[config.mk]
export PLATFORM = sky130hd
export DESIGN_NAME = nv_nvdla_rubik_slcg_ctrl
export DESIGN_NICKNAME = d
export VERILOG_FILES = /design/src/rtl/nv_nvdla_rubik_slcg_ctrl.sv
export SDC_FILE = /design/constraint.sdc
export NUM_CORES = 1
export LEC_CHECK = 0
export BUFFER_PORTS_ARGS = -buffer_cell sky130_fd_sc_hd__buf_2
export CORE_MARGIN = 2
export CORE_UTILIZATION = 34
export DETAILED_ROUTE_END_ITERATION = 12
export HOLD_SLACK_MARGIN = 0.06
export SYNTH_ARGS = -nofsm -noshare
export SYNTH_HDL_FRONTEND = slang
export SYNTH_SLANG_ARGS = --single-unit
[constraint.sdc]
create_clock -name nvdla_core_clk -period 2.27 [get_ports nvdla_core_clk]
set_input_delay 0.454 -clock nvdla_core_clk [delete_from_list [all_inputs] [get_ports nvdla_core_clk]]
set_output_delay 0.454 -clock nvdla_core_clk [all_outputs]
set_load 0.05 [all_outputs]
[src/rtl/nv_nvdla_rubik_slcg_ctrl.sv]
// rtl/nv_nvdla_rubik_slcg_ctrl.sv - RUBIK SLCG idle-detect / wake sequencer
module nv_nvdla_rubik_slcg_ctrl #(
    parameter int NUM_REQ  = 4,
    parameter int HYST_W   = 8,
    parameter int WAKE_LAT = 2,
    parameter int CNT_W    = 16
) (
    input  logic               nvdla_core_clk,
    input  logic               nvdla_core_rst,
    input  logic [NUM_REQ-1:0] req_busy,
    input  logic [NUM_REQ-1:0] wake_req,
    output logic [NUM_REQ-1:0] wake_ack,
    input  logic [HYST_W-1:0]  cfg_idle_hyst,
    input  logic               cfg_force_on,
    output logic               slcg_enable,
    output logic               slcg_gated,
    output logic [CNT_W-1:0]   gate_count
);

    localparam int WL_W = (WAKE_LAT > 1) ? $clog2(WAKE_LAT) : 1;
    localparam logic [WL_W-1:0] WAKE_LOAD = WL_W'(WAKE_LAT - 1);

    localparam logic [1:0] ST_ACTIVE   = 2'd0;
    localparam logic [1:0] ST_IDLE_CNT = 2'd1;
    localparam logic [1:0] ST_GATED    = 2'd2;
    localparam logic [1:0] ST_WAKE     = 2'd3;

    logic [1:0]         state;
    logic [1:0]         next_state;
    logic [HYST_W-1:0]  idle_cnt;
    logic [HYST_W-1:0]  idle_cnt_next;
    logic [WL_W-1:0]    wake_cnt;
    logic [WL_W-1:0]    wake_cnt_next;
    logic [NUM_REQ-1:0] ack_pend;
    logic               hold;
    logic               ack_ok;

    assign hold = (|req_busy) | (|wake_req) | cfg_force_on;

    // Acks are only allowed once the gated clock is certain to be running.
    assign ack_ok = (state == ST_ACTIVE) || (state == ST_IDLE_CNT) ||
                    ((state == ST_WAKE) && (wake_cnt == '0));

    always_comb begin
        next_state    = state;
        idle_cnt_next = idle_cnt;
        wake_cnt_next = wake_cnt;
        case (state)
            ST_ACTIVE: begin
                if (!hold) begin
                    next_state    = ST_IDLE_CNT;
                    idle_cnt_next = cfg_idle_hyst;
                end
            end
            ST_IDLE_CNT: begin
                if (hold) begin
                    next_state = ST_ACTIVE;
                end else if (idle_cnt == '0) begin
                    next_state = ST_GATED;
                end else begin
                    idle_cnt_next = idle_cnt - HYST_W'(1);
                end
            end
            ST_GATED: begin
                if (hold) begin
                    next_state    = ST_WAKE;
                    wake_cnt_next = WAKE_LOAD;
                end
            end
            default: begin
                if (wake_cnt == '0) begin
                    next_state = ST_ACTIVE;
                end else begin
                    wake_cnt_next = wake_cnt - WL_W'(1);
                end
            end
        endcase
    end

    always_ff @(posedge nvdla_core_clk) begin
        if (nvdla_core_rst) begin
            state       <= ST_ACTIVE;
            idle_cnt    <= '0;
            wake_cnt    <= '0;
            slcg_enable <= 1'b1;
            slcg_gated  <= 1'b0;
            gate_count  <= '0;
            wake_ack    <= '0;
            ack_pend    <= '0;
        end else begin
            state       <= next_state;
            idle_cnt    <= idle_cnt_next;
            wake_cnt    <= wake_cnt_next;
            slcg_enable <= (next_state != ST_GATED);
            slcg_gated  <= (next_state == ST_GATED);
            if ((state != ST_GATED) && (next_state == ST_GATED) && (gate_count != '1)) begin
                gate_count <= gate_count + CNT_W'(1);
            end
            wake_ack <= wake_req & ~ack_pend & {NUM_REQ{ack_ok}};
            ack_pend <= wake_req & (ack_pend | {NUM_REQ{ack_ok}});
        end
    end

endmodule

Yosys cells after proc, flatten, opt, wreduce, memory -nomap -nowiden
Index checks and enable logic that the tools add are counted.

Input port bits: 19. Word-level logic and storage cells: 57. Output and inout port bits: 22. Register bits: 37.

Muxes and demuxes: 13. Bitwise operators: 9. Equal/unequal tests: 11. Add/subtract/negate cells: 3. Reductions and logical operators: 13.

Operator list (number): 8-bit two-way mux (3); 16-bit by 1-bit adder with 16-bit output (second input constant) (1); 16-bit != test (second input constant) (1); 8-bit case mux with 2 select lines (1); 4-bit AND (3); 2-bit != test (second input constant) (6); 2-bit two-way mux (5); 8-bit logical NOT (1); 4-bit OR reduction (2); 8-bit by 1-bit subtractor with 8-bit output (second input constant) (1); 2-bit == test (second input constant) (3); 2-bit case mux with 3 select lines (1); 4-bit NOT (1); 4-bit OR (1); 4-bit AND reduction (1); 1-bit logical AND (3); 2-bit by 1-bit == test with 1-bit output (second input constant) (1); 2-bit logical NOT (1); 1-bit logical OR (2); 1-bit two-way mux (2); 1-bit NOT (2); 1-bit OR (2); 1-bit case mux with 2 select lines (1); 2-bit AND reduction (1); other kinds (3) (3).

Logic depth before layout (Yosys ltp)
Word-level depth: 8. Depth in mapped cells: 9. Depth with buffers taken out: 7.

Least setup slack after synthesis
No wires, ideal clock.

Path type: flip-flop to flip-flop. Start: reg gate_count[0]. End: reg gate_count[5]. Path buffers: 0. Stages on the path, launching flop included: 7. Slack: 0.183 ns. Arrival time: 1.960 ns. Data required time: 2.142 ns. Library setup time: 0.128 ns. Period minus slack after synthesis: 2.087 ns. Cells stage by stage: dfxtp_1 > ha_1 > nand3_1 > or4_1 > nand4_1 > xor2_1 > nor2_1.

Longest elaborated chain between the ends: 2. Elaborated cells on any way between the ends: 3. Classes of those cells: add/sub: 1; eq/ne: 1; reduce/logical: 1.

RTL lines: start, declared (line 17) `output logic [CNT_W-1:0] gate_count`; start signal, assigned (line 97) `gate_count <= gate_count + CNT_W'(1);`; branches (longest 2 deep; another with 16-bit by 1-bit adder with 16-bit output).

Several ways; the timed one is not identified. A chain may end at the register's enable or synchronous reset.

Final worst setup path
Start: reg idle_cnt[0]. End: reg idle_cnt[0].

Longest elaborated chain between the ends: 4. Elaborated cells on any way between the ends: 7. Classes of those cells: add/sub: 1; eq/ne: 1; mux: 3; reduce/logical: 2.

RTL lines: start, declared (line 30) `logic [HYST_W-1:0] idle_cnt;`; start signal, assigned (line 92) `idle_cnt <= idle_cnt_next;`; 8-bit by 1-bit subtractor with 8-bit output (line 61) `idle_cnt_next = idle_cnt - HYST_W'(1);`; 8-bit two-way mux (line 58) `end else if (idle_cnt == '0) begin`; 8-bit two-way mux (line 56) `if (hold) begin`; 8-bit case mux with 2 select lines (line 48) `case (state)`.

Parallel ways exist; a longest one is shown, timed or not. The select of a mux whose other input is x is not followed.

==> results_dict.tcl <==
set metrics [dict create \
    ys_ff_latch 37 \
    die_y_um 76.0 \
    portBuffers 40 \
    setup_viol 0 \
    whs_path_depth 1 \
    cts_buffer_depth 2 \
    syn_area_um2 1760 \
    ys_seq_area_share_pct 42.0 \
    core-area_um2 5040 \
    place_area_um2 2090 \
    worstPathArrival_ps 2300 \
    grt.overflow.total 0 \
    final_layout_size_suffix_gt1_share_pct 26.0 \
    grtUsageTotal_pct 13.9 \
    ioPinCount 41 \
    grt_setup_unrepaired "false" \
    grt_pass1_wl_um 6620 \
    cts_made_buffers 5 \
    routabilityCongestion 0.824 \
    die_w_um 76.0 \
    insertion_delay_ps 290 \
    drc 0 \
    skew_ps 5.75 \
    finalNonFillerCells 328 \
    antenna_found_initial 0 \
    post_drt_via_cell_ratio 4.96 \
    crit_type "reg2reg" \
    power.density_nw_per_um2 595 \
    drv_cap 0 \
    die_area_um2 5780 \
    vias 1628 \
    cts-root-buf "clkbuf_8" \
    cts_setup_buffers 0 \
    grt_max_degree 31 \
    hold_viol 0 \
    ys_warn_count 0 \
    ff2ff_setup_slack_ps 180 \
    min-delay-start "ack_pend[0]" \
    synthFlopType "dfxtp_1" \
    synth_area_per_cell_um2 8.44 \
    cp-end-kind "register" \
    hp-class "reg2reg" \
    critPathLaunchType "register" \
    syn_inst 209 \
    cts_tree "done" \
    ant_nets 0 \
    cts_sinks 37 \
    drt_iter0_drc 84 \
    cts_hold_buf 0 \
    post_cts_resized 0 \
    core.rowCount 26 \
    holdPathEnd "wake_ack[0]" \
    placed_cells 320 \
    reg2reg_from "idle_cnt[0]" \
    start_util_pct 35.0 \
    reg2reg_depth 7 \
    nets 278 \
    grt_pass1_vias 1475 \
    area.growth.synth_to_final_pct 24.9 \
    drt_wl_total_um 3900 \
    drt-pass1-iter-count 4 \
    synth_nets 230 \
    p_leak_nw 0.811 \
    clkSlewWorstSetupHoldPaths_ps 80 \
    h-tree-depth 2 \
    fmax_ghz 0.480 \
    dp_hpwl_um 2900 \
    status "finished clean" \
    slew_headroom_pct 67.0 \
    period_share_pct 91.9 \
    finalInstanceArea_um2 2200 \
    reg2reg_to "idle_cnt[0]" \
    cp_max_fo 13 \
    drt-wirelength-per-cell_um 11.9 \
    synth_edf_count 0 \
    hold_ws_ps 424 \
    power_mw 1.31 \
    worst_slew_pin_slew_ps 490 \
    required_ps 2490 \
    drv_slew 0 \
    synth_cell_type_count 40 \
    num_antenna_cells 0 \
    final.min_clock_period_ps 2090 \
    async_flop_share_pct 0 \
    fillers 511 \
    irDropWorstVdd_mv 0.254 \
    setup_tns_ps 0 \
]
==> kinds of logic (layout without fill, tap and decap cells) <==
logic type                 after synthesis  after routing  share of synthesized area (%)
and+or+nand+nor                         95             95                           32.8
AOI/OAI and AO/OA                       50             50                           15.9
DFF                                     37             37                           42.0
buffers and inverters                   18             67                           4.40
xor gates and xnor gates                 6              6                           2.98
adders and majority gates                2              2                           1.42
muxes                                    1              1                          0.567
==> registers in the layout (all words and copies together), names as in the netlist <==
name,count
ack_pend,4
gate_count,16
idle_cnt,8
slcg_enable,1
slcg_gated,1
state,2
wake_ack,4
wake_cnt,1
==> layout by cell type, fill, tap and decap left out, types with 2 or more instances in the layout <==
cell and n:
a31oi_1 3, ha_1 2, nand3_1 8, nor4_1 4, or3_1 11, nand2_1 10, clkbuf_8 6, nor4b_1 4
a211oi_1 5, or2_2 3, nand4_1 7, nor3_1 4, xor2_1 2, inv_1 8, buf_2 40, nor3b_1 4
a21oi_1 21, o21ai_0 17, a22o_1 3, xnor2_1 4, dfxtp_1 37, nand2b_1 3, buf_4 11, nor2_1 23
==> critical path, stage by stage (launching register included) <==
cell,delay (ps)
dfxtp_1,370
inv_1,60
ha_1,240
and4bb_4,230
and3b_1,190
or3_4,440
or3_1,340
a31oi_1,160
==> power by group <==
group | switching, mW | internal, mW
Combinational | 0.0363 | 0.0245
Sequential | 0.00275 | 0.657
Clock | 0.232 | 0.358
Total | 0.271 | 1.04
==> worst max path at each step <==
stage	start	to	slack [ps]
final	idle_cnt[0]	idle_cnt[0]	180
after global placement	wake_req[1]	gate_count[13]	150
after global routing	idle_cnt[0]	idle_cnt[0]	90
after floorplan	gate_count[0]	gate_count[5]	180
after CTS	idle_cnt[0]	idle_cnt[0]	200
after detailed placement	wake_req[1]	gate_count[13]	160
==> metal layers <==
layer | up-vias | share of wire (%) | track usage [%]
met1 | 744 | 48 | 17.4
li1 | 852 | - | -
met4 | 0 | 1.4 | 5.45
met5 | - | 0 | 0
met3 | 5 | 4.0 | 3.79
met2 | 27 | 46 | 22.9
==> through the flow <==
step | utilization [%] | setup WS, ps
4_1_cts | 43.7 | 195
5_1_grt | 43.7 | 87.9
3_5_place_dp | 41.4 | 157
6_report | 43.7 | 185
3_3_place_gp | 41.4 | 145
2_1_floorplan | - | 183
==> Yosys cell counts, types with 5 or more instances <==
cell type,number,share of area (%)
nand3_1,8,2.3
dfxtp_1,37,42
nand4_1,7,2.5
a211oi_1,5,2.1
o21ai_0,17,4.8
a21oi_1,21,6.0
or3_1,11,3.9
clkbuf_1,7,1.5
nor2_1,23,4.9
nand2_1,10,2.1
inv_1,8,1.7
==> cell type report <==
cell class              count  area [um^2]  area share, %
clock buffers               7         86.3           3.92
clock inverters             1         30.0           1.36
repair buffers             51          283           12.8
flip-flops and latches     37          741           33.6
inverters                   8         30.0           1.36
well taps                  70         87.6           3.98
multi-input cells         154          946           42.9
Note: power is estimated with default switching activity, not from simulation.
